===== config.mk =====
export PLATFORM = sky130hd
export DESIGN_NAME = e203_itcm_fetch_initiator
export DESIGN_NICKNAME = d
export VERILOG_FILES = /design/src/rtl/e203_itcm_fetch_pkg.sv /design/src/rtl/e203_itcm_fetch_rbuf.sv /design/src/rtl/e203_itcm_fetch_initiator.sv
export SDC_FILE = /design/constraint.sdc
export NUM_CORES = 1
export LEC_CHECK = 0
export ABC_AREA = 1
export ABC_CLOCK_PERIOD_IN_PS = 14300
export CORE_MARGIN = 2
export CORE_UTILIZATION = 50
export CTS_CLUSTER_SIZE = 12
export DETAILED_ROUTE_END_ITERATION = 12
export DONT_BUFFER_PORTS = 1
export GPL_TIMING_DRIVEN = 0
export MAX_ROUTING_LAYER = met4
export PLACE_DENSITY = 0.73
export SKIP_LAST_GASP = 1
export SYNTH_ARGS = -nofsm -noshare
export SYNTH_HDL_FRONTEND = slang
export SYNTH_SLANG_ARGS = --single-unit

===== constraint.sdc =====
create_clock -name clk -period 14.3 [get_ports clk]
set_clock_uncertainty 0.1 [all_clocks]
set_input_delay 2.86 -clock clk [delete_from_list [all_inputs] [get_ports clk]]
set_output_delay 2.86 -clock clk [all_outputs]
set_load 0.02 [all_outputs]

===== src/rtl/e203_itcm_fetch_pkg.sv =====
// Shared types and sizing helpers for the ITCM fetch initiator.
package e203_itcm_fetch_pkg;

    typedef enum logic [1:0] {
        IDLE  = 2'd0,
        ISSUE = 2'd1,
        DRAIN = 2'd2
    } fetch_state_e;

    localparam int ICB_DW     = 64;
    localparam int BEAT_BYTES = ICB_DW / 8;

    // Bytes advanced per ICB beat for a given data width.
    function automatic int beat_bytes(input int dw);
        return dw / 8;
    endfunction

    // Width able to hold the values 0..n inclusive.
    function automatic int cnt_w(input int n);
        return (n < 1) ? 1 : $clog2(n + 1);
    endfunction

    // Width able to index n entries (at least one bit).
    function automatic int ptr_w(input int n);
        return (n <= 1) ? 1 : $clog2(n);
    endfunction

endpackage


===== src/rtl/e203_itcm_fetch_rbuf.sv =====
// Response buffer: small first-word-fall-through FIFO with flush and occupancy count.
// A push into a full buffer is accepted when a pop happens in the same cycle.
module e203_itcm_fetch_rbuf
    import e203_itcm_fetch_pkg::*;
#(
    parameter int W     = 66,
    parameter int DEPTH = 2
) (
    input  logic                      clk,
    input  logic                      rst_n,
    input  logic                      flush,
    input  logic                      push,
    input  logic [W-1:0]              push_data,
    input  logic                      pop,
    output logic [W-1:0]              pop_data,
    output logic                      empty,
    output logic [cnt_w(DEPTH)-1:0]   count
);

    localparam int PW = ptr_w(DEPTH);
    localparam int CW = cnt_w(DEPTH);
    localparam logic [CW-1:0] DEPTH_C  = CW'(DEPTH);
    localparam logic [PW-1:0] LAST_PTR = PW'(DEPTH - 1);

    logic [W-1:0]  mem [DEPTH];
    logic [PW-1:0] wr_ptr_reg;
    logic [PW-1:0] rd_ptr_reg;
    logic [CW-1:0] count_reg;
    logic          push_ok;
    logic          pop_ok;

    assign empty    = (count_reg == '0);
    assign count    = count_reg;
    assign pop_ok   = pop && !empty;
    assign push_ok  = push && ((count_reg != DEPTH_C) || pop_ok);
    assign pop_data = mem[rd_ptr_reg];

    // Storage array: written on accepted push, no reset needed.
    always_ff @(posedge clk) begin
        if (push_ok && !flush) begin
            mem[wr_ptr_reg] <= push_data;
        end
    end

    // Pointers and occupancy; flush empties the buffer in one cycle.
    always_ff @(posedge clk) begin
        if (!rst_n || flush) begin
            wr_ptr_reg <= '0;
            rd_ptr_reg <= '0;
            count_reg  <= '0;
        end else begin
            if (push_ok) begin
                wr_ptr_reg <= (wr_ptr_reg == LAST_PTR) ? '0 : wr_ptr_reg + PW'(1);
            end
            if (pop_ok) begin
                rd_ptr_reg <= (rd_ptr_reg == LAST_PTR) ? '0 : rd_ptr_reg + PW'(1);
            end
            count_reg <= count_reg + CW'(push_ok) - CW'(pop_ok);
        end
    end

endmodule


===== src/rtl/e203_itcm_fetch_initiator.sv =====
// ICB read initiator: turns one burst request into sequential beat reads,
// limits outstanding commands by free buffer space and streams the responses out.
module e203_itcm_fetch_initiator
    import e203_itcm_fetch_pkg::*;
#(
    parameter int AW    = 16,
    parameter int DW    = 64,
    parameter int LEN_W = 8,
    parameter int DEPTH = 2
) (
    input  logic              clk,
    input  logic              rst_n,
    input  logic              req_valid,
    output logic              req_ready,
    input  logic [AW-1:0]     req_addr,
    input  logic [LEN_W-1:0]  req_len,
    input  logic              abort,
    output logic              busy,
    output logic              icb_cmd_valid,
    input  logic              icb_cmd_ready,
    output logic [AW-1:0]     icb_cmd_addr,
    output logic              icb_cmd_read,
    output logic [DW-1:0]     icb_cmd_wdata,
    output logic [DW/8-1:0]   icb_cmd_wmask,
    input  logic              icb_rsp_valid,
    output logic              icb_rsp_ready,
    input  logic [DW-1:0]     icb_rsp_rdata,
    input  logic              icb_rsp_err,
    output logic              dout_valid,
    input  logic              dout_ready,
    output logic [DW-1:0]     dout_data,
    output logic              dout_err,
    output logic              dout_last
);

    localparam int BB  = beat_bytes(DW);
    localparam int OFF = $clog2(BB);
    localparam int CW  = cnt_w(DEPTH);
    localparam int LW1 = LEN_W + 1;
    localparam logic [CW:0] DEPTH_C = (CW + 1)'(DEPTH);

    fetch_state_e      state_reg;
    fetch_state_e      state_next;
    logic [AW-1:0]     addr_reg;
    logic [LEN_W:0]    cmd_left_reg;
    logic [LEN_W-1:0]  len_reg;
    logic [LEN_W-1:0]  beat_reg;
    logic [CW-1:0]     outst_reg;
    logic              discard_reg;

    logic [CW-1:0]     buf_count;
    logic              buf_empty;
    logic [DW+1:0]     buf_head;
    logic              req_fire;
    logic              cmd_fire;
    logic              rsp_take;
    logic              push;
    logic              pop;
    logic              abort_hit;
    logic              err_hit;
    logic              beat_last;
    logic              unused_addr_bits;

    assign unused_addr_bits = ^req_addr[OFF-1:0];

    assign req_ready     = (state_reg == IDLE);
    assign busy          = (state_reg != IDLE);
    assign req_fire      = req_valid && req_ready;
    // Credit check: every outstanding command must have a guaranteed buffer slot.
    assign icb_cmd_valid = (state_reg == ISSUE) &&
                           (({1'b0, outst_reg} + {1'b0, buf_count}) < DEPTH_C);
    assign cmd_fire      = icb_cmd_valid && icb_cmd_ready;
    assign icb_cmd_addr  = addr_reg;
    assign icb_cmd_read  = 1'b1;
    assign icb_cmd_wdata = '0;
    assign icb_cmd_wmask = '0;
    assign icb_rsp_ready = 1'b1;

    // Responses with nothing outstanding (e.g. stragglers after reset) are dropped silently.
    assign rsp_take  = icb_rsp_valid && (outst_reg != '0);
    assign abort_hit = abort && busy;
    assign push      = rsp_take && !discard_reg && !abort_hit && busy;
    assign err_hit   = push && icb_rsp_err;
    assign beat_last = icb_rsp_err || (beat_reg == len_reg);
    assign pop       = dout_valid && dout_ready;

    assign dout_valid = !buf_empty;
    assign dout_data  = buf_head[DW-1:0];
    assign dout_last  = dout_valid && buf_head[DW];
    assign dout_err   = dout_valid && buf_head[DW+1];

    e203_itcm_fetch_rbuf #(
        .W     (DW + 2),
        .DEPTH (DEPTH)
    ) u_rbuf (
        .clk       (clk),
        .rst_n     (rst_n),
        .flush     (abort_hit),
        .push      (push),
        .push_data ({icb_rsp_err, beat_last, icb_rsp_rdata}),
        .pop       (pop),
        .pop_data  (buf_head),
        .empty     (buf_empty),
        .count     (buf_count)
    );

    // Next-state: stop issuing on the last command, abort or error; leave DRAIN once quiet.
    always_comb begin
        state_next = state_reg;
        case (state_reg)
            IDLE: begin
                if (req_fire) state_next = ISSUE;
            end
            ISSUE: begin
                if (abort_hit || err_hit || (cmd_fire && cmd_left_reg == LW1'(1))) begin
                    state_next = DRAIN;
                end
            end
            DRAIN: begin
                if ((outst_reg == '0) && buf_empty) state_next = IDLE;
            end
            default: state_next = IDLE;
        endcase
    end

    // State, address/beat/outstanding counters and the discard flag.
    always_ff @(posedge clk) begin
        if (!rst_n) begin
            state_reg    <= IDLE;
            addr_reg     <= '0;
            cmd_left_reg <= '0;
            len_reg      <= '0;
            beat_reg     <= '0;
            outst_reg    <= '0;
            discard_reg  <= 1'b0;
        end else begin
            state_reg <= state_next;
            outst_reg <= outst_reg + CW'(cmd_fire) - CW'(rsp_take);
            if (req_fire) begin
                addr_reg     <= {req_addr[AW-1:OFF], {OFF{1'b0}}};
                len_reg      <= req_len;
                cmd_left_reg <= {1'b0, req_len} + LW1'(1);
                beat_reg     <= '0;
                discard_reg  <= 1'b0;
            end else begin
                if (cmd_fire) begin
                    addr_reg     <= addr_reg + AW'(BB);
                    cmd_left_reg <= cmd_left_reg - LW1'(1);
                end
                if (push) begin
                    beat_reg <= beat_reg + LEN_W'(1);
                end
                if (abort_hit || err_hit) begin
                    discard_reg <= 1'b1;
                end
            end
        end
    end

endmodule

== Yosys cells after proc, flatten, opt, wreduce, memory -nomap -nowiden ==
Memories as Yosys holds them, arrays and structs flattened. A register that Yosys moved wholly into a read port is not among the register bits.
Cells that the tools add are included.
Operators by class
  add/subtract/negate cells: 11
  $lt $le $gt $ge: 1
  eq/ne operators: 8
  muxes and demuxes: 14
  bitwise gates (word level): 1
  reductions and logical operators: 34
Operators with widths (number)
  16-bit two-way mux: 2
  9-bit two-way mux: 2
  1-bit logical AND: 17
  16-bit by 4-bit adder with 16-bit output, second input constant: 1
  8-bit by 1-bit adder with 9-bit output, second input constant: 1
  9-bit by 1-bit == test with 1-bit output, second input constant: 1
  9-bit by 1-bit subtractor with 9-bit output, second input constant: 1
  8-bit by 1-bit adder with 8-bit output, second input constant: 1
  8-bit == test: 1
  2-bit zero test: 3
  1-bit two-way mux: 6
  2-bit two-way mux: 3
  2-bit case mux with 3 select lines: 1
  2-bit nonzero test: 3
  1-bit logical OR: 5
  2-bit by 1-bit adder with 2-bit output: 2
  1-bit zero test: 4
  2-bit by 1-bit inequality test with 1-bit output, second input constant: 2
  2-bit inequality test, second input constant: 2
  2-bit by 1-bit subtractor with 2-bit output: 2
  2-bit by 2-bit adder with 3-bit output: 1
  3-bit by 2-bit < comparator with 1-bit output, second input constant: 1
  3-bit AND reduction: 1
  1-bit adder, second input constant: 2
  4 further kinds: 4
Storage, ports and cells
  flip-flop bits (word level): 50
  memory bits (writable): 132
  input bits: 96
  output and inout port bits: 160
  memories kept: 1
Memory list
  u_rbuf.mem: depth 2, bits a word 66, rd ports 1, clocked after memory_dff 1, write ports 1, line e203_itcm_fetch_rbuf.sv:25  | logic [W-1:0] mem [DEPTH];

== Logic depth before layout (Yosys ltp) ==
Gate-level depths: netlist of run 1.
  word-level depth: 10
  gate-level depth with buffers: 11
  depth with buffers taken out: 11

== By module ==
Synthesis of run 1 repeated with hierarchy kept, for this count alone.
Second synthesis, totals
  cell total of the unflattened synthesis: 729
  area, all modules: 8451.9 sq um
Modules (own cells, without submodules)
  e203_itcm_fetch_rbuf: instances 1, cells each 239, area an instance 5163.7 sq um
  e203_itcm_fetch_initiator: instances 1, cells each 490, area an instance 3288.2 sq um

== Least setup slack after synthesis of run 1 ==
OpenSTA, ideal clock, no wires.
  path kind: input to register
  start: input icb_rsp_valid
  end: memory u_rbuf.mem[1][0], enable pin
  arrival time: 6.081 ns
  path slack: 7.629 ns
  stages on the path: 6
  path buffers: 0
  cell sequence: inv_1 > nor2_2 > nand2_4 > clkinv_2 > nand2_2 > nor2_1
Between the ends
  word-level cells in the longest chain between the ends: 8
Ends and longest elaborated chain
  from (decl): line e203_itcm_fetch_initiator.sv:25  | input logic icb_rsp_valid,
  1-bit logical AND: line e203_itcm_fetch_initiator.sv:80  | assign rsp_take = icb_rsp_valid && (outst_reg != '0);
  1-bit logical AND (3 in a row): line e203_itcm_fetch_initiator.sv:82  | assign push = rsp_take && !discard_reg && !abort_hit && busy;
  1-bit logical AND: line e203_itcm_fetch_rbuf.sv:35  | assign push_ok = push && ((count_reg != DEPTH_C) || pop_ok);
  1-bit logical AND: line e203_itcm_fetch_rbuf.sv:40  | if (push_ok && !flush) begin
  1-bit two-way mux: line e203_itcm_fetch_rbuf.sv:40
  1-bit two-way mux (not written as such): line e203_itcm_fetch_rbuf.sv:41  | mem[wr_ptr_reg] <= push_data;
  to (decl): line e203_itcm_fetch_rbuf.sv:25
Every way passes these cells.

==> flow_summary_export.csv, run 1 <==
group,metric,value,unit
outcome,status,"finished, final reports clean",
grt,grt_use_total,19.6,%
logic_synthesis,syn-instance-count,859,
logic_synthesis,synthMuxAreaShare,0,%
grt,grt_use_met1,22.9,%
grt,antenna_found_initial,0,
place,dp_hpwl,12400,µm
worst_setup_path,crit_arrival,2.08,ns
drt,drc,0,
sta,fin_setup_tns,0,ns
final_layout,design_area,9480,µm²
logic_synthesis,synth_area_per_cell,9.61,µm²
drt,wl,16900,µm
clock_tree,clkTransAtPathRegs,0.07,ns
logic_synthesis,synth_edf_count,132,
worst_hold_path,whs_path_depth,2,
clock_tree,clk_latency,0.43,ns
worst_setup_path,cp-start-kind,"flip-flop",
final_layout,final_cell_mix,"nand2_1, edfxtp_1, buf_4, conb_1, inv_1",
grt,grt_start_max_net_pins,67,
floorplanning,rows,46,
final_layout,n_antenna_cell,0,
logic_synthesis,synth_top_family_by_area,"simple AND/OR/NAND/NOR gates",
worst_hold_path,hold_end,"u_rbuf.wr_ptr_reg",
logic_synthesis,synthSimpleGateAreaFrac,21.0,%
worst_hold_path,min_path_type,"reg2reg",
logic_synthesis,synth-compound-area-share,5.15,%
grt,overflow,0,
clock_tree,cts_made_buffers,17,
logic_synthesis,seq_area_frac_synth,59.6,%
grt,grt_pass1_vias,4866,
job,drv_cap,0,
final_layout,syn_to_final_growth,14.8,%
clock_tree,cts_tree,"done",
sta,relSlewSlack,43.9,%
logic_synthesis,ys_warn_count,0,
worst_setup_path,criticalPathCategory,"reg2out",
power_and_ir_drop,p_leak,0.00402,µW
logic_synthesis,synth-xor-area-share,1.17,%
grt,met3_usage,6.59,%
worst_hold_path,hp-start,"u_rbuf.wr_ptr_reg",
grt,grt_use_met2,32.0,%
sta,hold_viol,0,
drt,drtIter0Drc,302,
place,gp_congestion,0.899,
floorplanning,fp.dieW,133,µm
logic_synthesis,synth_adder_area_share,1.61,%
clock_tree,cts-root-buf,"clkbuf_16",
worst_setup_path,cpMaxStageDelayCell,"clkbuf_1",
drt,wl_per_cell,14.3,µm
sta,fmax,0.198,GHz
drt,drtPass1Iterations,5,
floorplanning,core-area,16000,µm²
sta,min_period_over_period,35.2,%
clock_tree,cts_sinks,180,
logic_synthesis,async_flop_share,0,%
worst_setup_path,r2r_cells,11,
clock_tree,cts.path.max_buffers,2,
logic_synthesis,netlist_area,8260,µm²
final_layout,final_util,59.3,%
worst_setup_path,reg2reg_slack,11.79,ns
sta,setup_viol,0,
clock_tree,htree_levels,4,
worst_setup_path,crit_chain,"inv_1 > clkbuf_1 > clkbuf_1 > nand2_1 > nand2_1",
worst_setup_path,worstPathRequired,11.34,ns
place,postPlaceCellArea,8860,µm²
worst_setup_path,path_delay_family,"buffers and inverters",
clock_tree,cts_setup_buffers,0,
worst_setup_path,cp_max_fo,10,
place,port_buffers,0,
drt,ant_nets,0,
final_layout,largest_register_ffs,132,
grt,busiest_layer,"met2",
worst_setup_path,r2r-start,"outst_reg[0]",
clock_tree,hold_buffers,0,
power_and_ir_drop,peakVddDrop,0.0920,mV
sta,rsz0062_at_grt,"false",
drt,vias,5578,
floorplanning,start_util,51.6,%
logic_synthesis,synth-seq-cells,180,
logic_synthesis,synth_top_flop_cell,"edfxtp_1",
worst_setup_path,cpPeakStageDelay,0.44,ns
clock_tree,ctsResizeCount,0,
worst_setup_path,rr_endpoint,"outst_reg[1]",
sta,maxSlewViolCount,0,
final_layout,n_fill_cell,1303,
floorplanning,ios,256,
sta,min_period,5.04,ns
logic_synthesis,synth_cell_types,40,
worst_setup_path,cp.buffers_inverters,3,
floorplanning,die_area,17600,µm²
drt,via_per_inst,4.72,
floorplanning,die-height,133,µm
final_layout,layout-drive-gt1-share,14.7,%
final_layout,final_net_count,1061,
final_layout,layout_commonest_cell,"nand2_1",
worst_setup_path,endpoint_kind,"output pin",
sta,worst_pin_slew,0.842,ns
grt,grt_pass1_wl,25700,µm
power_and_ir_drop,powerDensity,135,nW/µm²
[per-layer routing]
metal | wire [µm] | part of all wire, %
met5 | 0 | 0
met4 | 235 | 1.4
met1 | 6700 | 40
met2 | 8280 | 49
met3 | 1710 | 10
[cells by family (layout without fill, tap and decap cells)]
logic type / count (synthesis) / after routing
XOR/XNOR: 11 / 11
other: 2 / 77
AO/OA/AOI/OAI: 77 / 77
flip-flops: 180 / 180
buffers and inverters: 164 / 197
AND/OR/NAND/NOR: 415 / 415
adder cells (fa/ha/maj): 10 / 10
[stage by stage]
stage	total power (µW)	setup slack [ns]	hold slack [ns]	instances
after floorplan	771	7.63	0.342	934
after global routing	1330	9.03	0.386	1183
after global placement	806	6.11	0.354	1150
after CTS	1290	9.15	0.368	1183
after detailed placement	808	9.56	0.358	1152
final	1280	9.26	0.369	1183
[power by group]
part / switching, µW / internal [µW]
sequential: 22.2 / 582
clock: 199 / 280
combinational: 137 / 57.0
total: 358 / 919
[worst register-to-register path: cells and delay by family (launching register included)]
family | cells | cell delay, ns
XOR/XNOR | 1 | 0.15
AND/OR/NAND/NOR | 3 | 0.59
buffers and inverters | 2 | 0.10
flip-flops | 1 | 0.36
adder cells (fa/ha/maj) | 3 | 0.91
AO/OA/AOI/OAI | 2 | 0.20
[area by class of cell]
cell class,instances,area (µm²),share of cell area [%]
plain buffers,102,702,7.40
multi-input cells,590,2680,28.3
clock inverters,14,195,2.06
repair buffers,2,40.0,0.422
inverters,62,240,2.53
clock buffers,17,425,4.49
well taps,216,270,2.85
flip-flops and latches,180,4920,51.9
[cells in the mapped netlist, types with 4 or more instances]
cell      instances  area [µm²]
buf_4            78         586
clkbuf_1         13        48.8
dfxtp_1          48         961
nand2_1         293        1100
a21oi_1          30         150
nor3_1            4        20.0
inv_1            57         214
a31oi_1           4        25.0
xnor2_1           4        35.0
xor2_1            7        61.3
buf_1             5        18.8
nor2_1           50         188
nand4_1           9        56.3
edfxtp_1        132        3960
o21ai_1           4        20.0
o21ai_0          28         140
nand3_1          37         185
or2_2             5        31.3
ha_1              9         113
o211ai_1          4        30.0
[worst max-delay path by stage]
stage	cells after the start	from	end	slack (ns)
5_1_grt	5	flip-flop	dout_data[48]	9.03
4_1_cts	4	flip-flop	dout_data[45]	9.15
3_5_place_dp	8	icb_rsp_valid	u_rbuf.mem[0][30]	9.56
3_3_place_gp	6	icb_rsp_valid	u_rbuf.mem[1][30]	6.11
6_report	5	flip-flop	dout_data[48]	9.26
2_1_floorplan	6	icb_rsp_valid	u_rbuf.mem[1][0]	7.63
Power figures use the tool's default switching activity.
==> inputs of run 2 (changes only) <==
--- a/config.mk
+++ b/config.mk
@@ -6,7 +6,7 @@
 export NUM_CORES = 1
 export LEC_CHECK = 0
 export ABC_AREA = 1
-export ABC_CLOCK_PERIOD_IN_PS = 14300
+export ABC_CLOCK_PERIOD_IN_PS = 4400
 export CORE_MARGIN = 2
 export CORE_UTILIZATION = 50
 export CTS_CLUSTER_SIZE = 12
@@ -14,7 +14,7 @@
 export DONT_BUFFER_PORTS = 1
 export GPL_TIMING_DRIVEN = 0
 export MAX_ROUTING_LAYER = met4
-export PLACE_DENSITY = 0.73
+export PLACE_DENSITY = 0.76
 export SKIP_LAST_GASP = 1
 export SYNTH_ARGS = -nofsm -noshare
 export SYNTH_HDL_FRONTEND = slang
==> constraint.sdc (replaced) <==
create_clock -name clk -period 4.4 [get_ports clk]
set_clock_uncertainty 0.1 [all_clocks]
set_input_delay 0.88 -clock clk [delete_from_list [all_inputs] [get_ports clk]]
set_output_delay 0.88 -clock clk [all_outputs]
set_load 0.02 [all_outputs]
==> run 2 against run 1 <==
Via count grew 1.1%. Hold slack lost 0.0029 ns. Largest cell class unchanged. Routed wire length grew 2.8%. First-iteration DRC count grew 23%. Flip-flop and latch count is the same. Clock power grew to 3.2 times the previous value. Core utilization is essentially flat. Cell area is essentially flat. Sequential share of layout area is essentially flat. Non-clock buffer count is the same.
==> flow_summary_export.csv, run 2 (synthesis results as in run 1) <==
group,metric,value,unit
sta,worst_pin_slew,0.859,ns
power_and_ir_drop,p_leak,0.00401,µW
grt,grt_use_total,20.0,%
floorplanning,start_util,51.6,%
worst_hold_path,hold_end,"u_rbuf.wr_ptr_reg",
worst_setup_path,crit_arrival,2.09,ns
sta,fin_setup_tns,0,ns
sta,min_period_over_period,69.8,%
worst_setup_path,rr_endpoint,"outst_reg[1]",
drt,via_per_inst,4.76,
floorplanning,ios,256,
final_layout,layout-drive-gt1-share,14.8,%
final_layout,final_cell_mix,"nand2_1, edfxtp_1, buf_4, conb_1, inv_1",
clock_tree,htree_levels,4,
worst_setup_path,criticalPathCategory,"reg2out",
sta,setup_viol,0,
floorplanning,die-height,133,µm
clock_tree,cts_sinks,180,
grt,antenna_found_initial,0,
worst_setup_path,worstPathRequired,3.42,ns
drt,drtIter0Drc,370,
place,gp_congestion,0.934,
drt,vias,5639,
outcome,status,"finished, final reports clean",
power_and_ir_drop,switchingPower,1190,µW
grt,grt_start_max_net_pins,67,
clock_tree,cts_made_buffers,17,
grt,grt_pass1_vias,5003,
sta,fmax,0.325,GHz
power_and_ir_drop,p_total,4130,µW
final_layout,largest_register_ffs,132,
place,port_buffers,0,
drt,drc,0,
final_layout,layout_commonest_cell,"nand2_1",
worst_setup_path,cp_max_fo,10,
sta,hold_viol,0,
sta,relSlewSlack,42.7,%
clock_tree,hold_buffers,0,
job,drv_cap,0,
final_layout,syn_to_final_growth,14.8,%
floorplanning,fp.dieW,133,µm
floorplanning,die_area,17600,µm²
power_and_ir_drop,p_clk_share,37.1,%
final_layout,n_fill_cell,1381,
floorplanning,core-area,16000,µm²
grt,grt_pass1_wl,26400,µm
power_and_ir_drop,internal_power,2940,µW
clock_tree,cts_setup_buffers,0,
worst_setup_path,r2r-start,"u_rbuf.count[0]",
clock_tree,ctsResizeCount,0,
sta,min_period,3.07,ns
clock_tree,cts.path.max_buffers,2,
clock_tree,clk_latency,0.42,ns
power_and_ir_drop,p_comb_share,15.3,%
power_and_ir_drop,peakVddDrop,0.267,mV
worst_hold_path,min_path_type,"reg2reg",
power_and_ir_drop,swShare,28.8,%
grt,overflow,0,
worst_setup_path,endpoint_kind,"output pin",
power_and_ir_drop,powerDensity,435,nW/µm²
drt,wl,17400,µm
drt,drtPass1Iterations,5,
drt,ant_nets,0,
clock_tree,cts_tree,"done",
worst_setup_path,r2r_cells,11,
floorplanning,rows,46,
sta,maxSlewViolCount,0,
worst_setup_path,reg2reg_slack,1.84,ns
sta,rsz0062_at_grt,"false",
worst_hold_path,hp-start,"u_rbuf.wr_ptr_reg",
clock_tree,clkTransAtPathRegs,0.07,ns
power_and_ir_drop,pwr-share-seq,47.6,%
worst_hold_path,whs_path_depth,2,
final_layout,final_net_count,1061,
drt,wl_per_cell,14.7,µm
place,dp_hpwl,12600,µm
clock_tree,cts-root-buf,"clkbuf_16",
worst_setup_path,cp-start-kind,"flip-flop",
final_layout,n_antenna_cell,0,
-- run 2: power by group through the flow --
stage | registers, µW | logic (µW) | clock network (µW)
6_report | 1960 | 633 | 1530
2_1_floorplan | 1990 | 522 | 0
3_3_place_gp | 2000 | 621 | 0
3_5_place_dp | 2000 | 630 | 0
4_1_cts | 1960 | 632 | 1550
5_1_grt | 1970 | 701 | 1630
-- run 2: how the worst max path moves through the flow --
stage / startpoint / end / slack (ns)
global placement: icb_rsp_valid / u_rbuf.mem[1][25] / -0.16
CTS: flip-flop / dout_data[52] / 1.21
detailed placement: icb_rsp_valid / u_rbuf.mem[0][16] / 1.63
finish: flip-flop / dout_data[52] / 1.33
floorplan: icb_rsp_valid / u_rbuf.mem[1][0] / 0.82
global route: flip-flop / dout_data[52] / 1.12
-- run 2: stage by stage --
step	instance area (µm²)	hold slack [ns]	instances	util (%)	setup slack, ns
3_5_place_dp	8870	0.359	1152	55.4	1.63
5_1_grt	9480	0.384	1184	59.2	1.12
4_1_cts	9480	0.369	1184	59.2	1.21
6_report	9480	0.366	1184	59.2	1.33
3_3_place_gp	8810	0.351	1150	55.1	-0.163
2_1_floorplan	8540	0.342	934	-	0.825
-- run 2: worst max-delay path: stages (launching register included) --
cell	delay, ns
dfxtp_1	0.34
inv_1	0.09
clkbuf_1	0.41
clkbuf_1	0.45
nand2_1	0.12
nand2_1	0.25
-- run 2: final cells by class --
type | count | area (µm²) | share of cell area (%)
sequential | 180 | 4920 | 52.0
tap | 216 | 270 | 2.85
clock buffer | 17 | 425 | 4.49
timing repair buffer | 2 | 47.5 | 0.502
clock inverter | 15 | 184 | 1.94
multi-input combinational | 590 | 2680 | 28.3
inverter | 62 | 240 | 2.53
buffer | 102 | 702 | 7.41
-- run 2: layer usage --
layer  vias up  global-route usage [%]  wire, µm
met4         0                    5.91       121
met1      2514                    23.1      6820
li1       2863                       -         -
met3        10                    6.44      1730
met5         -                       -         0
met2       252                    33.5      8730
==> inputs of run 3 (changes only) <==
--- a/config.mk
+++ b/config.mk
@@ -6,7 +6,7 @@
 export NUM_CORES = 1
 export LEC_CHECK = 0
 export ABC_AREA = 1
-export ABC_CLOCK_PERIOD_IN_PS = 4400
+export ABC_CLOCK_PERIOD_IN_PS = 2850
 export CORE_MARGIN = 2
 export CORE_UTILIZATION = 50
 export CTS_CLUSTER_SIZE = 12
@@ -14,7 +14,7 @@
 export DONT_BUFFER_PORTS = 1
 export GPL_TIMING_DRIVEN = 0
 export MAX_ROUTING_LAYER = met4
-export PLACE_DENSITY = 0.76
+export PLACE_DENSITY = 0.73
 export SKIP_LAST_GASP = 1
 export SYNTH_ARGS = -nofsm -noshare
 export SYNTH_HDL_FRONTEND = slang
==> constraint.sdc (replaced) <==
create_clock -name clk -period 2.85 [get_ports clk]
set_clock_uncertainty 0.1 [all_clocks]
set_input_delay 0.57 -clock clk [delete_from_list [all_inputs] [get_ports clk]]
set_output_delay 0.57 -clock clk [all_outputs]
set_load 0.02 [all_outputs]
==> run 3 against run 2 <==
Cell count about the same. Highest routed layer unchanged. Worst setup slack worse by 1.0 ns. Critical endpoint is now dout_data[6]. Combinational power up 55%. Critical path type unchanged. Flip-flop and latch count unchanged. Largest cell class unchanged.
==> flow_summary_export.csv, run 3 (synthesis results as in run 1) <==
group,metric,value,unit
sta,min_period,2.57,ns
power_and_ir_drop,internal_power,4610,µW
drt,drc,0,
floorplanning,rows,46,
clock_tree,cts_made_buffers,17,
floorplanning,die_area,17600,µm²
drt,drtIter0Drc,326,
clock_tree,cts.path.max_buffers,2,
power_and_ir_drop,p_leak,0.00401,µW
grt,grt_pass1_wl,25800,µm
floorplanning,start_util,51.6,%
drt,vias,5609,
power_and_ir_drop,powerDensity,671,nW/µm²
final_layout,layout-drive-gt1-share,14.9,%
power_and_ir_drop,p_comb_share,15.4,%
sta,hold_viol,0,
place,port_buffers,0,
final_layout,syn_to_final_growth,14.8,%
grt,grt_start_max_net_pins,44,
sta,rsz0062_at_grt,"false",
floorplanning,die-height,133,µm
grt,grt_use_total,19.7,%
clock_tree,cts_tree,"done",
worst_setup_path,cp-start-kind,"flip-flop",
power_and_ir_drop,switchingPower,1760,µW
drt,wl,17000,µm
clock_tree,htree_levels,4,
final_layout,largest_register_ffs,132,
sta,worst_pin_slew,0.583,ns
floorplanning,ios,256,
sta,relSlewSlack,61.1,%
clock_tree,cts-root-buf,"clkbuf_16",
power_and_ir_drop,swShare,27.6,%
drt,via_per_inst,4.74,
power_and_ir_drop,pwr-share-seq,47.6,%
worst_setup_path,crit_arrival,1.90,ns
place,postPlaceCellArea,8880,µm²
clock_tree,clk_latency,0.42,ns
worst_hold_path,min_path_type,"in2reg",
job,drv_cap,0,
drt,wl_per_cell,14.3,µm
clock_tree,clkTransAtPathRegs,0.07,ns
grt,antenna_found_initial,0,
power_and_ir_drop,peakVddDrop,0.483,mV
final_layout,layout_commonest_cell,"nand2_1",
outcome,status,"finished, final reports clean",
sta,setup_viol,0,
floorplanning,fp.dieW,133,µm
worst_setup_path,criticalPathCategory,"reg2out",
place,dp_hpwl,12600,µm
final_layout,final_cell_mix,"nand2_1, edfxtp_1, buf_4, conb_1, inv_1",
floorplanning,core-area,16000,µm²
clock_tree,cts_setup_buffers,0,
drt,ant_nets,0,
power_and_ir_drop,p_clk_share,37.0,%
final_layout,design_area,9480,µm²
final_layout,n_fill_cell,1319,
sta,hold_slack,0.144,ns
sta,maxSlewViolCount,0,
grt,grt_pass1_vias,4904,
sta,min_period_over_period,90.1,%
clock_tree,hold_buffers,0,
worst_setup_path,worstPathRequired,2.18,ns
sta,fmax,0.389,GHz
place,gp_congestion,0.897,
grt,overflow,0,
clock_tree,cts_sinks,180,
drt,drtPass1Iterations,5,
final_layout,final_net_count,1061,
worst_setup_path,cp_max_fo,12,
worst_setup_path,reg2reg_slack,0.29,ns
final_layout,n_antenna_cell,0,
worst_setup_path,endpoint_kind,"output pin",
-- run 3: cell type report --
type / count / area, µm² / share of cell area, %
Multi-Input combinational cell: 590 / 2680 / 28.3
Sequential cell: 180 / 4920 / 51.9
Tap cell: 216 / 270 / 2.85
Timing Repair Buffer: 3 / 60.1 / 0.633
Clock inverter: 12 / 169 / 1.78
Inverter: 62 / 241 / 2.55
Clock buffer: 19 / 433 / 4.57
Buffer: 101 / 701 / 7.39
-- run 3: worst paths after layout --
check               startpoint  depth (start not counted)           endpoint
max                  flip-flop                          4       dout_data[6]
min          icb_rsp_rdata[38]                          0  u_rbuf.mem[0][38]
max reg2reg       state_reg[1]                          9  u_rbuf.mem[0][28]
min reg2reg  u_rbuf.wr_ptr_reg                          2  u_rbuf.wr_ptr_reg
-- run 3: worst max-delay path: stages, from the launching register on --
cell and delay [ns]:
dfxtp_1 0.34, inv_1 0.35, clkbuf_1 0.44, nand2_1 0.12, nand2_1 0.23
-- run 3: power groups by stage --
| stage | clock [µW] | sequential, µW | combinational [µW] |
|---|---|---|---|
| finish | 2360 | 3030 | 978 |
| global route | 2530 | 3040 | 1080 |
| CTS | 2410 | 3030 | 981 |
| detailed placement | 0 | 3090 | 978 |
| global placement | 0 | 3090 | 960 |
| floorplan | 0 | 3060 | 807 |
-- run 3: timing repair --
item / CTS / global route
setup endpoints to repair: 0 / 32
endpoints found under the hold margin: 0 / 0
resized for setup: 0 / 4
-- run 3: layer usage --
metal  global-route usage, %  routed length [µm]
met4                    4.72                 132
met2                    33.1                8550
met3                    7.09                1720
met1                    22.4                6550
met5                       -                   0
-- run 3: through the flow --
| step | worst slack [ns] | utilization, % | power (µW) | instances | TNS (ns) |
|---|---|---|---|---|---|
| 2_1_floorplan | 0.233 | - | 3870 | 934 | 0 |
| 3_3_place_gp | -0.372 | 55.1 | 4050 | 1150 | -39.99 |
| 6_report | 0.281 | 59.3 | 6360 | 1183 | 0 |
| 4_1_cts | 0.0157 | 59.3 | 6420 | 1184 | 0 |
| 3_5_place_dp | 0.262 | 55.5 | 4060 | 1153 | 0 |
| 5_1_grt | 0.0870 | 59.3 | 6650 | 1183 | 0 |
